--- config.mk ---
export PLATFORM = sky130hd
export DESIGN_NAME = vga_line_fetch_arbiter_flat
export DESIGN_NICKNAME = d
export VERILOG_FILES = /design/src/rtl/vga_line_fetch_arbiter_if.sv /design/src/rtl/vga_line_fetch_arbiter.sv /design/src/flat_wrapper.sv
export SDC_FILE = /design/constraint.sdc
export NUM_CORES = 1
export LEC_CHECK = 0
export CORE_MARGIN = 1
export CORE_UTILIZATION = 51
export DETAILED_ROUTE_END_ITERATION = 12
export PLACE_DENSITY = 0.79
export RECOVER_POWER = 50
export SKIP_LAST_GASP = 1
export SLEW_MARGIN = 20
export SYNTH_ARGS = -nofsm -noshare
export SYNTH_HDL_FRONTEND = slang
export SYNTH_SLANG_ARGS = --single-unit
--- constraint.sdc ---
create_clock -name i_clock -period 3.54 [get_ports i_clock]
set_input_delay 1.062 -clock i_clock [delete_from_list [all_inputs] [get_ports i_clock]]
set_output_delay 1.062 -clock i_clock [all_outputs]
set_load 0.01 [all_outputs]
--- src/rtl/vga_line_fetch_arbiter_if.sv ---
`default_nettype none
// ============================================================================
// Module   : vga_line_fetch_arbiter_if
// Brief    : Timing strobes, video-RAM bus, line-buffer and host port bundle
// Revision : 1.0
// ============================================================================
interface vga_line_fetch_arbiter_if #(
    parameter int ADDR_W = 16,
    parameter int DATA_W = 16
);
    logic              i_frame_start;
    logic              i_line_start;
    logic [ADDR_W-1:0] i_fb_base;

    logic              o_mem_req;
    logic              o_mem_we;
    logic [ADDR_W-1:0] o_mem_addr;
    logic [DATA_W-1:0] o_mem_wdata;
    logic              i_mem_ack;
    logic [DATA_W-1:0] i_mem_rdata;

    logic              o_lb_we;
    logic [7:0]        o_lb_addr;
    logic [DATA_W-1:0] o_lb_wdata;
    logic              o_lb_bank;
    logic              o_disp_bank;

    logic              i_host_req;
    logic [ADDR_W-1:0] i_host_addr;
    logic [DATA_W-1:0] i_host_wdata;
    logic              o_host_ack;

    logic              o_underrun;
    logic [7:0]        o_underrun_count;

    modport slave (
        input  i_frame_start, i_line_start, i_fb_base,
        output o_mem_req, o_mem_we, o_mem_addr, o_mem_wdata,
        input  i_mem_ack, i_mem_rdata,
        output o_lb_we, o_lb_addr, o_lb_wdata, o_lb_bank, o_disp_bank,
        input  i_host_req, i_host_addr, i_host_wdata,
        output o_host_ack, o_underrun, o_underrun_count
    );

    modport master (
        output i_frame_start, i_line_start, i_fb_base,
        input  o_mem_req, o_mem_we, o_mem_addr, o_mem_wdata,
        output i_mem_ack, i_mem_rdata,
        input  o_lb_we, o_lb_addr, o_lb_wdata, o_lb_bank, o_disp_bank,
        output i_host_req, i_host_addr, i_host_wdata,
        input  o_host_ack, o_underrun, o_underrun_count
    );
endinterface
`default_nettype wire

--- src/rtl/vga_line_fetch_arbiter.sv ---
`default_nettype none
// ============================================================================
// Module   : vga_line_fetch_arbiter
// Brief    : Bursts one framebuffer line per line strobe into a ping-pong line
//            buffer and arbitrates the single-port video RAM with a host writer
// Revision : 1.0
// ============================================================================
module vga_line_fetch_arbiter #(
    parameter int HPIX         = 800,
    parameter int PIX_PER_WORD = 4,
    parameter int LINE_WORDS   = HPIX / PIX_PER_WORD,
    parameter int ADDR_W       = 16,
    parameter int DATA_W       = 16
) (
    input  wire logic               i_clock,
    input  wire logic               i_btn_reset,
    vga_line_fetch_arbiter_if.slave bus
);
    localparam logic [1:0]        ST_IDLE   = 2'd0;
    localparam logic [1:0]        ST_FETCH  = 2'd1;
    localparam logic [1:0]        ST_HOST   = 2'd2;
    localparam logic [1:0]        ST_DRAIN  = 2'd3;
    localparam logic [7:0]        LAST_IDX  = 8'(LINE_WORDS - 1);
    localparam logic [ADDR_W-1:0] LINE_STEP = ADDR_W'(LINE_WORDS);

    logic [1:0]        state_q, state_d;
    logic [ADDR_W-1:0] row_ptr_q;
    logic [ADDR_W-1:0] fetch_addr_q;
    logic [7:0]        idx_q;
    logic              fetch_pending_q;
    logic              lb_bank_q;
    logic              lb_we_q;
    logic [7:0]        lb_addr_q;
    logic [DATA_W-1:0] lb_wdata_q;
    logic [ADDR_W-1:0] host_addr_q;
    logic [DATA_W-1:0] host_wdata_q;
    logic [ADDR_W-1:0] drain_addr_q;
    logic              underrun_q;
    logic [7:0]        underrun_cnt_q;

    logic [ADDR_W-1:0] w_row_base;
    logic [ADDR_W-1:0] w_fetch_word_addr;
    logic              w_fetch_incomplete;
    logic              w_fetch_ack;
    logic              w_grant_host;

    // A frame strobe coincident with a line strobe makes that line use the new base
    assign w_row_base         = bus.i_frame_start ? bus.i_fb_base : row_ptr_q;
    assign w_fetch_word_addr  = fetch_addr_q + ADDR_W'(idx_q);
    assign w_fetch_incomplete = (state_q == ST_FETCH) || fetch_pending_q;
    assign w_fetch_ack        = (state_q == ST_FETCH) && bus.i_mem_ack;
    assign w_grant_host       = (state_q == ST_IDLE) && !fetch_pending_q && bus.i_host_req;

    always_ff @(posedge i_clock or negedge i_btn_reset) begin
        if (!i_btn_reset) begin
            state_q <= ST_IDLE;
        end else begin
            state_q <= state_d;
        end
    end

    // An aborted fetch whose read is still outstanding parks in DRAIN so the
    // request stays stable until the RAM acks; that data is then dropped.
    always_comb begin
        state_d = state_q;
        case (state_q)
            ST_IDLE: begin
                if (fetch_pending_q) begin
                    state_d = ST_FETCH;
                end else if (bus.i_host_req) begin
                    state_d = ST_HOST;
                end
            end
            ST_FETCH: begin
                if (bus.i_line_start) begin
                    state_d = bus.i_mem_ack ? ST_IDLE : ST_DRAIN;
                end else if (bus.i_mem_ack && (idx_q == LAST_IDX)) begin
                    state_d = ST_IDLE;
                end
            end
            ST_HOST, ST_DRAIN: begin
                if (bus.i_mem_ack) begin
                    state_d = ST_IDLE;
                end
            end
            default: state_d = ST_IDLE;
        endcase
    end

    always_comb begin
        bus.o_mem_req   = 1'b0;
        bus.o_mem_we    = 1'b0;
        bus.o_mem_addr  = '0;
        bus.o_mem_wdata = '0;
        bus.o_host_ack  = 1'b0;
        case (state_q)
            ST_FETCH: begin
                bus.o_mem_req  = 1'b1;
                bus.o_mem_addr = w_fetch_word_addr;
            end
            ST_HOST: begin
                bus.o_mem_req   = 1'b1;
                bus.o_mem_we    = 1'b1;
                bus.o_mem_addr  = host_addr_q;
                bus.o_mem_wdata = host_wdata_q;
                bus.o_host_ack  = bus.i_mem_ack;
            end
            ST_DRAIN: begin
                bus.o_mem_req  = 1'b1;
                bus.o_mem_addr = drain_addr_q;
            end
            default: ;
        endcase
    end

    always_ff @(posedge i_clock or negedge i_btn_reset) begin
        if (!i_btn_reset) begin
            row_ptr_q       <= '0;
            fetch_addr_q    <= '0;
            idx_q           <= '0;
            fetch_pending_q <= 1'b0;
            lb_bank_q       <= 1'b0;
            lb_we_q         <= 1'b0;
            lb_addr_q       <= '0;
            lb_wdata_q      <= '0;
            host_addr_q     <= '0;
            host_wdata_q    <= '0;
            drain_addr_q    <= '0;
            underrun_q      <= 1'b0;
            underrun_cnt_q  <= '0;
        end else begin
            lb_we_q    <= w_fetch_ack && !bus.i_line_start;
            underrun_q <= bus.i_line_start && w_fetch_incomplete;

            if (w_fetch_ack && !bus.i_line_start) begin
                lb_addr_q  <= idx_q;
                lb_wdata_q <= bus.i_mem_rdata;
            end

            if (bus.i_frame_start) begin
                row_ptr_q <= bus.i_fb_base;
            end

            if (bus.i_line_start) begin
                fetch_addr_q    <= w_row_base;
                row_ptr_q       <= w_row_base + LINE_STEP;
                idx_q           <= '0;
                lb_bank_q       <= ~lb_bank_q;
                fetch_pending_q <= 1'b1;
                if (w_fetch_incomplete && (underrun_cnt_q != 8'hFF)) begin
                    underrun_cnt_q <= underrun_cnt_q + 8'd1;
                end
            end else if (w_fetch_ack) begin
                idx_q <= idx_q + 8'd1;
                if (idx_q == LAST_IDX) begin
                    fetch_pending_q <= 1'b0;
                end
            end

            if ((state_q == ST_FETCH) && bus.i_line_start && !bus.i_mem_ack) begin
                drain_addr_q <= w_fetch_word_addr;
            end

            if (w_grant_host) begin
                host_addr_q  <= bus.i_host_addr;
                host_wdata_q <= bus.i_host_wdata;
            end
        end
    end

    assign bus.o_lb_we          = lb_we_q;
    assign bus.o_lb_addr        = lb_addr_q;
    assign bus.o_lb_wdata       = lb_wdata_q;
    assign bus.o_lb_bank        = lb_bank_q;
    assign bus.o_disp_bank      = ~lb_bank_q;
    assign bus.o_underrun       = underrun_q;
    assign bus.o_underrun_count = underrun_cnt_q;

endmodule
`default_nettype wire
--- src/flat_wrapper.sv ---
// flat-port wrapper written by rule: the top's interface ports become plain ports
module vga_line_fetch_arbiter_flat 
#(
    parameter int HPIX         = 800,
    parameter int PIX_PER_WORD = 4,
    parameter int LINE_WORDS   = HPIX / PIX_PER_WORD,
    parameter int ADDR_W       = 16,
    parameter int DATA_W       = 16
)
  (i_clock, i_btn_reset, bus_i_frame_start, bus_i_line_start, bus_i_fb_base, bus_o_mem_req, bus_o_mem_we, bus_o_mem_addr, bus_o_mem_wdata, bus_i_mem_ack, bus_i_mem_rdata, bus_o_lb_we, bus_o_lb_addr, bus_o_lb_wdata, bus_o_lb_bank, bus_o_disp_bank, bus_i_host_req, bus_i_host_addr, bus_i_host_wdata, bus_o_host_ack, bus_o_underrun, bus_o_underrun_count);
  vga_line_fetch_arbiter_if #(.ADDR_W(ADDR_W), .DATA_W(DATA_W)) bus_i ();
  input  wire logic i_clock;
  input  wire logic i_btn_reset;
  input wire logic [$bits(bus_i.i_frame_start)-1:0] bus_i_frame_start;
  input wire logic [$bits(bus_i.i_line_start)-1:0] bus_i_line_start;
  input wire logic [$bits(bus_i.i_fb_base)-1:0] bus_i_fb_base;
  output wire logic [$bits(bus_i.o_mem_req)-1:0] bus_o_mem_req;
  output wire logic [$bits(bus_i.o_mem_we)-1:0] bus_o_mem_we;
  output wire logic [$bits(bus_i.o_mem_addr)-1:0] bus_o_mem_addr;
  output wire logic [$bits(bus_i.o_mem_wdata)-1:0] bus_o_mem_wdata;
  input wire logic [$bits(bus_i.i_mem_ack)-1:0] bus_i_mem_ack;
  input wire logic [$bits(bus_i.i_mem_rdata)-1:0] bus_i_mem_rdata;
  output wire logic [$bits(bus_i.o_lb_we)-1:0] bus_o_lb_we;
  output wire logic [$bits(bus_i.o_lb_addr)-1:0] bus_o_lb_addr;
  output wire logic [$bits(bus_i.o_lb_wdata)-1:0] bus_o_lb_wdata;
  output wire logic [$bits(bus_i.o_lb_bank)-1:0] bus_o_lb_bank;
  output wire logic [$bits(bus_i.o_disp_bank)-1:0] bus_o_disp_bank;
  input wire logic [$bits(bus_i.i_host_req)-1:0] bus_i_host_req;
  input wire logic [$bits(bus_i.i_host_addr)-1:0] bus_i_host_addr;
  input wire logic [$bits(bus_i.i_host_wdata)-1:0] bus_i_host_wdata;
  output wire logic [$bits(bus_i.o_host_ack)-1:0] bus_o_host_ack;
  output wire logic [$bits(bus_i.o_underrun)-1:0] bus_o_underrun;
  output wire logic [$bits(bus_i.o_underrun_count)-1:0] bus_o_underrun_count;
  assign bus_i.i_frame_start = bus_i_frame_start;
  assign bus_i.i_line_start = bus_i_line_start;
  assign bus_i.i_fb_base = bus_i_fb_base;
  assign bus_o_mem_req = bus_i.o_mem_req;
  assign bus_o_mem_we = bus_i.o_mem_we;
  assign bus_o_mem_addr = bus_i.o_mem_addr;
  assign bus_o_mem_wdata = bus_i.o_mem_wdata;
  assign bus_i.i_mem_ack = bus_i_mem_ack;
  assign bus_i.i_mem_rdata = bus_i_mem_rdata;
  assign bus_o_lb_we = bus_i.o_lb_we;
  assign bus_o_lb_addr = bus_i.o_lb_addr;
  assign bus_o_lb_wdata = bus_i.o_lb_wdata;
  assign bus_o_lb_bank = bus_i.o_lb_bank;
  assign bus_o_disp_bank = bus_i.o_disp_bank;
  assign bus_i.i_host_req = bus_i_host_req;
  assign bus_i.i_host_addr = bus_i_host_addr;
  assign bus_i.i_host_wdata = bus_i_host_wdata;
  assign bus_o_host_ack = bus_i.o_host_ack;
  assign bus_o_underrun = bus_i.o_underrun;
  assign bus_o_underrun_count = bus_i.o_underrun_count;
  vga_line_fetch_arbiter #(.HPIX(HPIX), .PIX_PER_WORD(PIX_PER_WORD), .LINE_WORDS(LINE_WORDS), .ADDR_W(ADDR_W), .DATA_W(DATA_W)) u_core (.i_clock(i_clock), .i_btn_reset(i_btn_reset), .bus(bus_i));
endmodule
==> results_dict.tcl <==
set metrics [dict create \
    status "complete, but fails checks" \
    violations "capacitance limit, slew limit, setup timing" \
    wl_per_cell_um 18.0 \
    drive_above_1_share_pct 27.8 \
    die_y_um 113 \
    dp_slack_ps -283 \
    start_util_pct 52.5 \
    hold_buffers 0 \
    clock_path_buffers 2 \
    worstPathArrival_ps 2680 \
    yosys_warnings 0 \
    fin_crit_sh_pct 106 \
    dp_hpwl_um 10600 \
    finalCriticalPeriod_ps 3740 \
    antenna_left 0 \
    synth_edf_count 0 \
    path_delay_family "compound AO/OA/AOI/OAI gates" \
    ir_drop_v 0.000348 \
    syn2layout_area_growth_pct 41.4 \
    worstPathRequired_ps 2480 \
    antenna_found_initial 0 \
    core_um2 12000 \
    yosysSeqAreaShare_pct 50.0 \
    hp-class "register to register" \
    portBuffers 140 \
    tritoncts "yes" \
    cts_sinks 126 \
    critical_path_class "register to primary output" \
    gp_congestion 0.883 \
    synth-seq-cells 126 \
    grt_max_degree 53 \
    cpPeakStageDelay_ps 430 \
    htree_levels 4 \
    path_cells "ha_4 -> fa_2 -> a211oi_4 -> nor3_2 -> buf_4 -> o41ai_4 -> xor2_1 -> o21ai_1 -> buf_2" \
    cts_made_buffers 17 \
    p_per_area_nw_per_um2 588 \
    synth_area_per_cell_um2 11.5 \
    grt_pass1_wl_um 25200 \
    path_buf_inv 2 \
    final-setup-viol-count 8 \
    drc 0 \
    grt_usage_pct 25.4 \
    antenna_cells 0 \
    skew_ps 5.97 \
    grt_pass1_vias 5101 \
    max_slew_margin_pct -3.89 \
    clock_latency_ps 410 \
    setup_slack_ps -201 \
    rsz0062_at_grt "true" \
    path_max_fanout 3 \
    path_clk_slew_ps 60 \
    nNetsFinal 818 \
    mappedNetlistArea_um2 6310 \
    wl_um 16200 \
    drt_first_pass_iters 5 \
    die_area_um2 12800 \
    async_flop_share_pct 100 \
    critPathLaunchType "register" \
    cts_root_buffer "clkbuf_16" \
    postSynth.topFlopCell "dfrtp_1" \
    num_rows 40 \
    synthCells 550 \
    drtIter0Drc 318 \
    drv_slew 31 \
    pin_count 141 \
    vias_per_cell 5.74 \
    synth_fp_nets 632 \
    clock.fmax_ghz 0.267 \
    critPathCaptureType "primary output" \
    hold_viol 0 \
    die_x_um 113 \
    vias 5146 \
    synth_cell_types 60 \
    p_total_uw 5240 \
    drv_cap 1 \
    power_leakage_uw 0.00389 \
    tightest_slew_ps 1560 \
    crit_slowest_cell "dfrtp_1" \
    grt-ovfl-total 0 \
]
## layout make-up
class	count	area, um2
multi-input combinational	389	3200
sequential	126	3150
fill	813	3100
timing repair buffer	195	1730
clock buffer	21	460
tap	147	184
clock inverter	11	164
inverter	7	26.3
## cell usage after synthesis, types with 3 or more instances
cell type	instances	area [um2]
nand4_1	13	81.3
nand3_1	21	105
nor2b_1	4	25.0
a22o_1	6	52.6
mux2i_1	13	130
buf_2	10	50.1
a21oi_1	20	100
inv_1	7	26.3
dfrtp_1	126	3150
xnor2_1	12	105
buf_1	3	11.3
mux2_2	88	991
a211o_1	7	61.3
nand2_1	43	161
and3_1	8	50.1
ha_1	11	138
o2111ai_1	5	43.8
nor3_1	4	20.0
and2_1	20	125
xor2_1	19	166
o211ai_1	6	45.0
o31ai_1	3	22.5
o21ai_0	10	50.1
a21o_1	4	30.0
nand2b_1	5	31.3
buf_4	4	30.0
nor2_1	28	105
or4_1	4	30.0
clkbuf_1	9	33.8
## stage by stage
step	util (%)	TNS, ps	instances	hold slack [ps]	cell area [um2]
floorplan	-	0	550	440	6310
global placement	66.8	-470	844	452	8020
detailed placement	66.8	-609	844	457	8020
CTS	73.8	-779	887	471	8860
global route	74.2	-1610	896	501	8920
finish	74.2	-824	896	468	8920
## layout by cell type (no fill, tap or decap), types with 6 or more instances in the layout
| cell | Yosys | layout |
|---|---|---|
| o21ai_0 | 10 | 8 |
| buf_2 | 10 | 8 |
| clkbuf_1 | 9 | 8 |
| nand2_1 | 43 | 43 |
| buf_4 | 4 | 47 |
| mux2_2 | 88 | 84 |
| xnor2_1 | 12 | 11 |
| a22o_1 | 6 | 6 |
| mux2i_1 | 13 | 13 |
| and2_1 | 20 | 19 |
| a211o_1 | 7 | 7 |
| a21oi_1 | 20 | 16 |
| xor2_1 | 19 | 19 |
| nand3_1 | 21 | 18 |
| ha_4 | 0 | 6 |
| o211ai_1 | 6 | 6 |
| nor2_1 | 28 | 27 |
| clkbuf_16 | 0 | 17 |
| dfrtp_1 | 126 | 125 |
| nand4_1 | 13 | 13 |
| and3_1 | 8 | 8 |
| inv_1 | 7 | 7 |
| clkdlybuf4s50_1 | 0 | 122 |
## cells by family (layout without fill, tap and decap cells)
family,after synthesis,in the layout,share of synthesized area [%]
AO/OA/AOI/OAI,79,79,8.95
AND/OR/NAND/NOR,166,166,13.8
buffers and inverters,35,234,2.66
adder cells (fa/ha/maj),12,12,2.50
multiplexers,101,101,17.8
flip-flops,126,126,50.0
XOR/XNOR,31,31,4.31
## worst reg2reg max path, delay by kind of cell (launching register included)
| family | cells | cell delay [ps] |
|---|---|---|
| DFF | 1 | 520 |
| muxes | 1 | 390 |
| buffers and inverters | 2 | 770 |
| and+or+nand+nor | 1 | 160 |
| AOI/OAI and AO/OA | 2 | 810 |
## final timing paths
path / slack, ps / cells after the start / from / to
max: -200 / 9 / u_core.fetch_addr_q[0] / bus_o_mem_addr[10]
min: 470 / 2 / u_core.drain_addr_q[0] / u_core.drain_addr_q[0]
max reg2reg: 770 / 6 / u_core.state_q[1] / u_core.bus.o_underrun_count[1]
min reg2reg: 470 / 2 / u_core.drain_addr_q[0] / u_core.drain_addr_q[0]
max in group asynchronous: 500 / 2 / i_btn_reset / u_core.host_wdata_q[12]
min in group asynchronous: 1030 / 1 / i_btn_reset / u_core.row_ptr_q[10]
## sequential cells by signal, summed over array words and instances, names as in the netlist
register and cells:
u_core.bus.o_lb_wdata 16, u_core.drain_addr_q 16, u_core.fetch_addr_q 16, u_core.host_addr_q 16, u_core.host_wdata_q 16, u_core.row_ptr_q 16
u_core.bus.o_lb_addr 8, u_core.bus.o_underrun_count 8, u_core.idx_q 8, u_core.state_q 2, u_core.bus.o_lb_bank 1, u_core.bus.o_lb_we 1
u_core.bus.o_underrun 1, u_core.fetch_pending_q 1
## metal layers
metal,global-route usage [%],part of all wire [%],wire length (um),vias up
li1,-,-,-,2353
met1,32.6,42,6820,2558
met2,42.7,50,8100,201
met3,4.61,5.6,897,34
met4,10.5,2.1,342,0
met5,0,0,0,-
## power breakdown
group / switching (uW) / internal [uW]
clock network: 620 / 1210
logic: 633 / 797
registers: 231 / 1750
## repair_timing
| item | 4_1_cts | 5_1_grt |
|---|---|---|
| pin swaps | 26 | 20 |
| hold endpoints to repair | 0 | 0 |
| resized for setup | 59 | 20 |
| buffers inserted | 12 | 9 |
| endpoints found under the setup margin | 14 | 14 |
Power figures use the tool's default switching activity.
